`src/rtl/mem_lsu.sv`:
```
`default_nettype none
// ============================================================================
// Module   : mem_lsu
// Function : MEM-stage load/store unit for a word-organised data memory.
//            Byte/halfword/word loads with sign/zero extension (1-cycle
//            registered response); word stores in a single cycle; sub-word
//            stores as a 2-cycle read-modify-write that stalls once.
// Option   : define LSU_BOUNDS_CHECK_EN to fault word indices >= MEM_WORDS.
// Revision : 1.0 - initial release
// ============================================================================
module mem_lsu #(
   parameter int MEM_WORDS = 256
) (
   input  logic        clk,
   input  logic        rst_n,
   input  logic        req_valid,
   input  logic        req_we,
   input  logic [2:0]  req_funct3,
   input  logic [31:0] req_addr,
   input  logic [31:0] req_wdata,
   output logic        stall,
   output logic        resp_valid,
   output logic [31:0] resp_rdata,
   output logic        misaligned,
   output logic        mem_we,
   output logic        mem_re,
   output logic [31:0] mem_addr,
   output logic [31:0] mem_wdata,
   input  logic [31:0] mem_rdata
);

`ifdef LSU_BOUNDS_CHECK_EN
   localparam logic C_BOUNDS_EN = 1'b1;
`else
   localparam logic C_BOUNDS_EN = 1'b0;
`endif

   typedef enum logic [0:0] {
      IDLE   = 1'b0,
      RMW_WR = 1'b1
   } state_t;

   state_t      state_q, state_d;
   logic        resp_valid_q, resp_valid_d;
   logic [31:0] resp_rdata_q, resp_rdata_d;
   logic        misaligned_q, misaligned_d;
   logic [31:0] merge_q, merge_d;

   // Request decode: access size, legality, alignment and (optional) range.
   logic w_is_byte, w_is_half, w_is_word;
   logic w_legal, w_aligned, w_oob, w_fault;

   assign w_is_byte = (req_funct3[1:0] == 2'b00);
   assign w_is_half = (req_funct3[1:0] == 2'b01);
   assign w_is_word = (req_funct3[1:0] == 2'b10);

   // Stores only have SB/SH/SW; loads additionally have LBU/LHU.
   assign w_legal = req_we ? (!req_funct3[2] && (req_funct3[1:0] != 2'b11))
                           : ((req_funct3[1:0] != 2'b11) && !(req_funct3[2] && req_funct3[1]));

   assign w_aligned = w_is_byte
                    | (w_is_half && !req_addr[0])
                    | (w_is_word && (req_addr[1:0] == 2'b00));

   assign w_oob   = C_BOUNDS_EN && ({2'b00, req_addr[31:2]} >= $unsigned(MEM_WORDS));
   assign w_fault = !w_legal || !w_aligned || w_oob;

   // Load lane extraction and extension (little-endian lanes).
   logic [7:0]  w_ld_byte;
   logic [15:0] w_ld_half;
   logic [31:0] w_ld_ext;

   assign w_ld_byte = mem_rdata[{req_addr[1:0], 3'b000} +: 8];
   assign w_ld_half = mem_rdata[{req_addr[1], 4'b0000} +: 16];

   // Select sign- or zero-extended lane according to the load width code.
   always_comb begin
      w_ld_ext = mem_rdata;
      case (req_funct3)
         3'b000:  w_ld_ext = {{24{w_ld_byte[7]}}, w_ld_byte};
         3'b001:  w_ld_ext = {{16{w_ld_half[15]}}, w_ld_half};
         3'b100:  w_ld_ext = {24'h0, w_ld_byte};
         3'b101:  w_ld_ext = {16'h0, w_ld_half};
         default: w_ld_ext = mem_rdata;
      endcase
   end

   // Merge the store lane into the word captured during the read phase.
   logic [31:0] w_merged;

   always_comb begin
      w_merged = merge_q;
      if (w_is_byte) begin
         w_merged[{req_addr[1:0], 3'b000} +: 8] = req_wdata[7:0];
      end else begin
         w_merged[{req_addr[1], 4'b0000} +: 16] = req_wdata[15:0];
      end
   end

   // Next-state, registered-result and memory-control logic.
   logic        w_stall, w_mem_we, w_mem_re;
   logic [31:0] w_mem_wdata;

   always_comb begin
      state_d      = state_q;
      resp_valid_d = 1'b0;
      misaligned_d = 1'b0;
      resp_rdata_d = resp_rdata_q;
      merge_d      = merge_q;
      w_stall      = 1'b0;
      w_mem_we     = 1'b0;
      w_mem_re     = 1'b0;
      w_mem_wdata  = req_wdata;
      case (state_q)
         IDLE: begin
            if (req_valid) begin
               if (w_fault) begin
                  misaligned_d = 1'b1;
               end else if (!req_we) begin
                  w_mem_re     = 1'b1;
                  resp_valid_d = 1'b1;
                  resp_rdata_d = w_ld_ext;
               end else if (w_is_word) begin
                  w_mem_we = 1'b1;
               end else begin
                  // Sub-word store: fetch the containing word first.
                  w_mem_re = 1'b1;
                  w_stall  = 1'b1;
                  merge_d  = mem_rdata;
                  state_d  = RMW_WR;
               end
            end
         end
         RMW_WR: begin
            w_mem_we    = 1'b1;
            w_mem_wdata = w_merged;
            state_d     = IDLE;
         end
         default: state_d = IDLE;
      endcase
   end

   // State and result registers; reset aborts any pending write.
   always_ff @(posedge clk or negedge rst_n) begin
      if (!rst_n) begin
         state_q      <= IDLE;
         resp_valid_q <= 1'b0;
         resp_rdata_q <= 32'h0;
         misaligned_q <= 1'b0;
         merge_q      <= 32'h0;
      end else begin
         state_q      <= state_d;
         resp_valid_q <= resp_valid_d;
         resp_rdata_q <= resp_rdata_d;
         misaligned_q <= misaligned_d;
         merge_q      <= merge_d;
      end
   end

   // Combinational outputs are forced low while reset is asserted.
   assign stall      = rst_n & w_stall;
   assign mem_we     = rst_n & w_mem_we;
   assign mem_re     = rst_n & w_mem_re;
   assign mem_addr   = rst_n ? {2'b00, req_addr[31:2]} : 32'h0;
   assign mem_wdata  = rst_n ? w_mem_wdata : 32'h0;
   assign resp_valid = resp_valid_q;
   assign resp_rdata = resp_rdata_q;
   assign misaligned = misaligned_q;

endmodule
`default_nettype wire

```
`config.mk`:
```
export PLATFORM = sky130hd
export DESIGN_NAME = mem_lsu
export DESIGN_NICKNAME = d
export VERILOG_FILES = /design/src/rtl/mem_lsu.sv
export SDC_FILE = /design/constraint.sdc
export NUM_CORES = 1
export LEC_CHECK = 0
export CORE_ASPECT_RATIO = 1.75
export CORE_MARGIN = 5
export CORE_UTILIZATION = 39
export CTS_BUF_LIST = sky130_fd_sc_hd__clkbuf_16
export CTS_CLUSTER_DIAMETER = 150
export DETAILED_ROUTE_END_ITERATION = 12
export PLACE_DENSITY = 0.84
export SYNTH_ARGS = -nofsm -noshare
export SYNTH_HDL_FRONTEND = slang
export SYNTH_SLANG_ARGS = --single-unit
```
`constraint.sdc`:
```
create_clock -name clk -period 2.3 [get_ports clk]
set_clock_uncertainty 0.15 [all_clocks]
set_input_delay 0.23 -clock clk [delete_from_list [all_inputs] [get_ports clk]]
set_output_delay 0.23 -clock clk [all_outputs]
set_load 0.02 [all_outputs]
```
After elaboration in Yosys (flattened, before gate mapping)
Index checks and enable logic that the tools add are counted.

Add/sub/neg operators: 2. Bitwise gates (word level): 9. Shifts and indexed selects: 6. Multiplexer cells: 30. Equal/unequal tests: 6. Reduce and logical (&&, ||, !) cells: 16.

Operator list (number): $pmux W32 S4 (1); $mux W32 (3); $bwmux W32 (2); $shift A16 B7 Y32 const A (1); $shift A8 B7 Y32 const A (1); $shiftx A16 B7 Y32 (1); $shiftx A32 B6 Y16 (1); $shiftx A32 B6 Y8 (1); $shiftx A8 B7 Y32 (1); $mux W30 (1); $mux W1 (21); $neg A5 Y7 (2); $eq A3 B3 Y1 const B (2); $logic_and A1 B1 Y1 (5); $logic_not A1 Y1 (5); $reduce_and A5 Y1 (1); $logic_not A2 Y1 (2); $not A1 Y1 (4); $pmux W1 S2 (2); $reduce_and A4 Y1 (1); $and A1 B1 Y1 (3); $eq A3 B1 Y1 const B (1); $logic_not A3 Y1 (1); $eq A2 B1 Y1 const B (1); other kinds (4) (5).

Register bits after elaboration: 67. Output and inout port bits: 101. Logic and storage cells: 74.

Depth between registers and ports, before layout
Depth after elaboration: 10. Depth in mapped cells: 11. Mapped depth without buffers: 7.

Worst setup path before layout
OpenSTA, ideal clock, no wires.

Path kind: input port to flip-flop. Start point: input port req_addr[1]. End point: register resp_rdata_q[10] (netlist: resp_rdata[10]). Arrival: 2246 ps. Stages on the path: 11. Data required time: 2025 ps. Path slack: -221 ps. Path through: buf_4 inv_1 clkbuf_1 ha_1 nor2b_1 o2111ai_2 or2_1 buf_4 inv_4 buf_6 mux2_2.

Word-level cells in the longest chain between the ends: 7. Elaborated cells between the ends (all ways): 10. Those cells by class: 2 x shift; 1 x mux; 2 x bitwise; 5 x reduce/logical.

Ends and longest elaborated chain: from (decl) (RTL line 19) `input logic [31:0] req_addr,`; parallel branches: the longest is 7 deep, another holds $shiftx A32 B6 Y16; to (signal assigned) (RTL line 154) `resp_rdata_q <= resp_rdata_d;`; to (decl) (RTL line 45) `logic [31:0] resp_rdata_q, resp_rdata_d;`.

Parallel ways; which one is timed is not known. A chain may end at the register's enable or synchronous reset.

Final worst setup path
Start point: input port req_addr[1]. End point: output port mem_wdata[14].

Word-level cells in the longest chain between the ends: 6. Elaborated cells between the ends (all ways): 11. Those cells by class: 2 x add/sub; 4 x shift; 5 x mux.

Ends and longest elaborated chain: $neg A5 Y7 (on tied branches) (RTL line 96, 94); $shiftx A16 B7 Y32, or another cell as far along (RTL line 96) `w_merged[{req_addr[1], 4'b0000} +: 16] = req_wdata[15:0];`; $bwmux W32 (on tied branches) (RTL line 96, 94); $mux W32 * (RTL line 93) `if (w_is_byte) begin`; $mux W32 * (RTL line 114) `case (state_q)`; $mux W32 * (RTL line 165) `assign mem_wdata = rst_n ? w_mem_wdata : 32'h0;`; to (decl) (RTL line 28) `output logic [31:0] mem_wdata,`.

Every way passes the cells marked *; elsewhere a longest branch is shown, timed or not.

==> flow_summary.ini <==
[clocking]
cts.sinks = 67
cts_made_buffers = 9
clock_latency_ps = 320
cts_tree = yes
root_buffer = clkbuf_16
cts_buffer_depth = 2
htree_num_levels = 3
clk_pin_slew_ps = 60

[logic_synthesis]
ys.flop_type = dfrtp_1
synth-compound-area-share_pct = 25.56
synth-simple-area-share_pct = 14.64
synthTopCellsByArea = dfrtp_1 (37%), mux2_2 (11%), and2_1 (4.1%)
ys_seq_area_share_pct = 36.95
synth.most_common_cell = dfrtp_1
ys_warn_count = 0
ys_seq_elements = 67
synthCells = 463
synthMuxAreaShare_pct = 15.00
syn_area_sq_um = 4538
synth_adder_area_share_pct = 1.379
synthArstFlopShare_pct = 100.0
synth.avg_cell_area_sq_um = 9.802
synth.top_cells.by_count = dfrtp_1 (67), mux2_2 (44), o21ai_0 (37)
synth_xor_area_share_pct = 0
synth_edf_count = 0
synth_top_family_by_area = compound AO/OA/AOI/OAI gates
synth.top_cell.area_share_pct = 36.95
yosys.area.top_type = dfrtp_1
synthDistinctLibCells = 57

[placement]
place_ws_ps = -775.4
dpl-instance-area_sq_um = 7010
hpwl_microns = 14530
io_buffers = 201
gp_congestion = 0.9438

[die]
start_util_pct = 39.41
die_w_microns = 91.54
coreArea_sq_um = 11520
die_h_microns = 152.7
fp-row-count = 52
ios = 204
die_area_sq_um = 13980

[timing]
layout_setup_ws_ps = 40.76
maxSlewHeadroom_pct = 61.91
min_period_ps = 2259
tightest_slew_ps = 571.3
hold_viol_final = 0
fmax_ghz = 0.4426
whs_ps = 8.980
setup_viol = 0
rsz0062_at_grt = no
timing.final.crit_share_pct = 98.23
slew_violations = 0

[global_route]
grt_usage_pct = 25.85
grt_max_degree = 45
grt_pass1_wl_microns = 28480
overflow = 0
grt_pass1_vias = 5164
antenna_found_initial = 0

[setup_path]
r2r-end = resp_rdata[17]
r2r_slack_ps = 150
r2r-start = state_q
critPathKind = input port to output port
path_common_cell = buf_4
cp-end-kind = output port
arrival_ps = 1880
critical_path.max_stage_delay_ps = 290
reg2reg_depth = 6
path_buf_inv = 5
path_max_fanout = 9
critical-path-top-delay-family = buffers and inverters
critPathSlowestCell = and4b_2
startpoint_type = input port
crit_chain = clkdlybuf4s15_1 -> inv_2 -> buf_4 -> ha_1 -> and4b_2 -> buf_4 -> nand2_1 -> a31oi_1 -> buf_4
required_ps = 1920

[outcome]
status = finished, final reports clean

[power]
powerDensity_nw_per_um2 = 665.2
vdd_drop_max_uv = 659.2
leakagePower_nw = 3.203

[final_layout]
areaGrowthSynthToFinish_pct = 65.48
post-route-cell-area_sq_um = 7510
final_core_util_pct = 65.21
fillers = 903
layout-drive-gt1-share_pct = 31.69
antenna_cells = 0
final_nets = 813

[route]
dr.first_iter.drc_count = 263
dr_total_vias = 4957
firstDrtPassIters = 5
post_drt_wl_per_cell_microns = 22.07
wirelength_microns = 18650
ant_nets = 0
drc = 0
via_per_inst = 5.866

[run]
maxCapViolCount = 0

[worst_hold_path]
hold_class = input port to async pin
state kept, by name, indices dropped and copies added, names as in the netlist:
register,count
state_q,1
resp_rdata,32
resp_valid,1
merge_q,32
misaligned,1
layer usage:
metal | share of wire, % | vias to the layer above | track usage [%] | wire length (microns)
met4 | 6.3 | 0 | 14.96 | 1166
met3 | 7.3 | 76 | 4.743 | 1359
met2 | 53 | 315 | 48.13 | 9926
li1 | - | 2211 | - | -
met5 | 0 | - | 0 | 0
met1 | 33 | 2355 | 26.20 | 6198
cell type report:
type                    instances  area [sq um]  area share, %
flip-flops and latches         67          1677          22.33
clock inverters                 7         92.59          1.233
well taps                     135         168.9          2.249
repair buffers                272          2471          32.91
multi-input cells             339          2813          37.45
clock buffers                   9         225.2          2.999
inverters                      16         62.56         0.8331
through the flow:
stage	setup TNS, ps	power, mW	instances
after CTS	0	4.969	838
final	0	4.995	845
after detailed placement	-41910	3.505	819
after floorplan	0	2.547	464
after global routing	0	5.195	845
after global placement	-38640	3.451	819
cell usage in the layout, fill, tap and decap left out, drive strengths merged, types with 3 or more instances in the layout:
master,instances
nor3b,3
a221oi,17
dlygate4sd3,3
nand2,18
dlygate4sd2,4
nor2b,31
a221o,9
o211ai,9
a22oi,16
clkbuf,10
o21ai,38
dfrtp,67
o22a,4
mux2,46
inv,15
ha,5
a211oi,7
buf,101
a2bb2oi,5
clkdlybuf4s50,161
clkinv,5
a21oi,14
mux2i,14
a31oi,9
o311ai,7
nor3,4
and2,30
o22ai,9
nor2,20
worst reg2reg max path, stage by stage (launching register included):
cell       delay (ps)
dfrtp_1           370
buf_4             210
nor2b_2           220
o2111ai_4         210
or4b_1            560
buf_6             190
o311ai_0          120
kinds of logic after synthesis:
group           Yosys count
other cells               1
mux                      61
flops                    67
compound gates          154
fa+ha+maj                 5
simple gates            117
buf+inv                  58
repair_timing:
item                       in CTS  in global routing
setup buffers                   1                  7
setup endpoints to repair      56                 40
hold buffers                    3                  0
hold endpoints to repair       11                  0
gates resized for setup       179                 25
gates cloned                    0                  0
pin swaps                       7                  7
worst max-delay path by stage:
stage	depth (start not counted)	startpoint	end	slack (ps)
3_3_place_gp	9	req_addr[1]	mem_wdata[16]	-710
5_1_grt	9	req_addr[1]	mem_re	10
4_1_cts	8	req_funct3[0]	mem_wdata[10]	3
3_5_place_dp	9	req_addr[1]	mem_wdata[21]	-780
2_1_floorplan	11	req_addr[1]	resp_rdata[10]	0.1
6_report	9	req_addr[1]	mem_wdata[14]	40
power breakdown:
part	leakage, nW	internal, mW	switching, mW
Combinational	2.23	0.954	0.869
Sequential	0.820	1.49	0.238
Clock	0.151	0.944	0.498
Power figures use the tool's default switching activity.
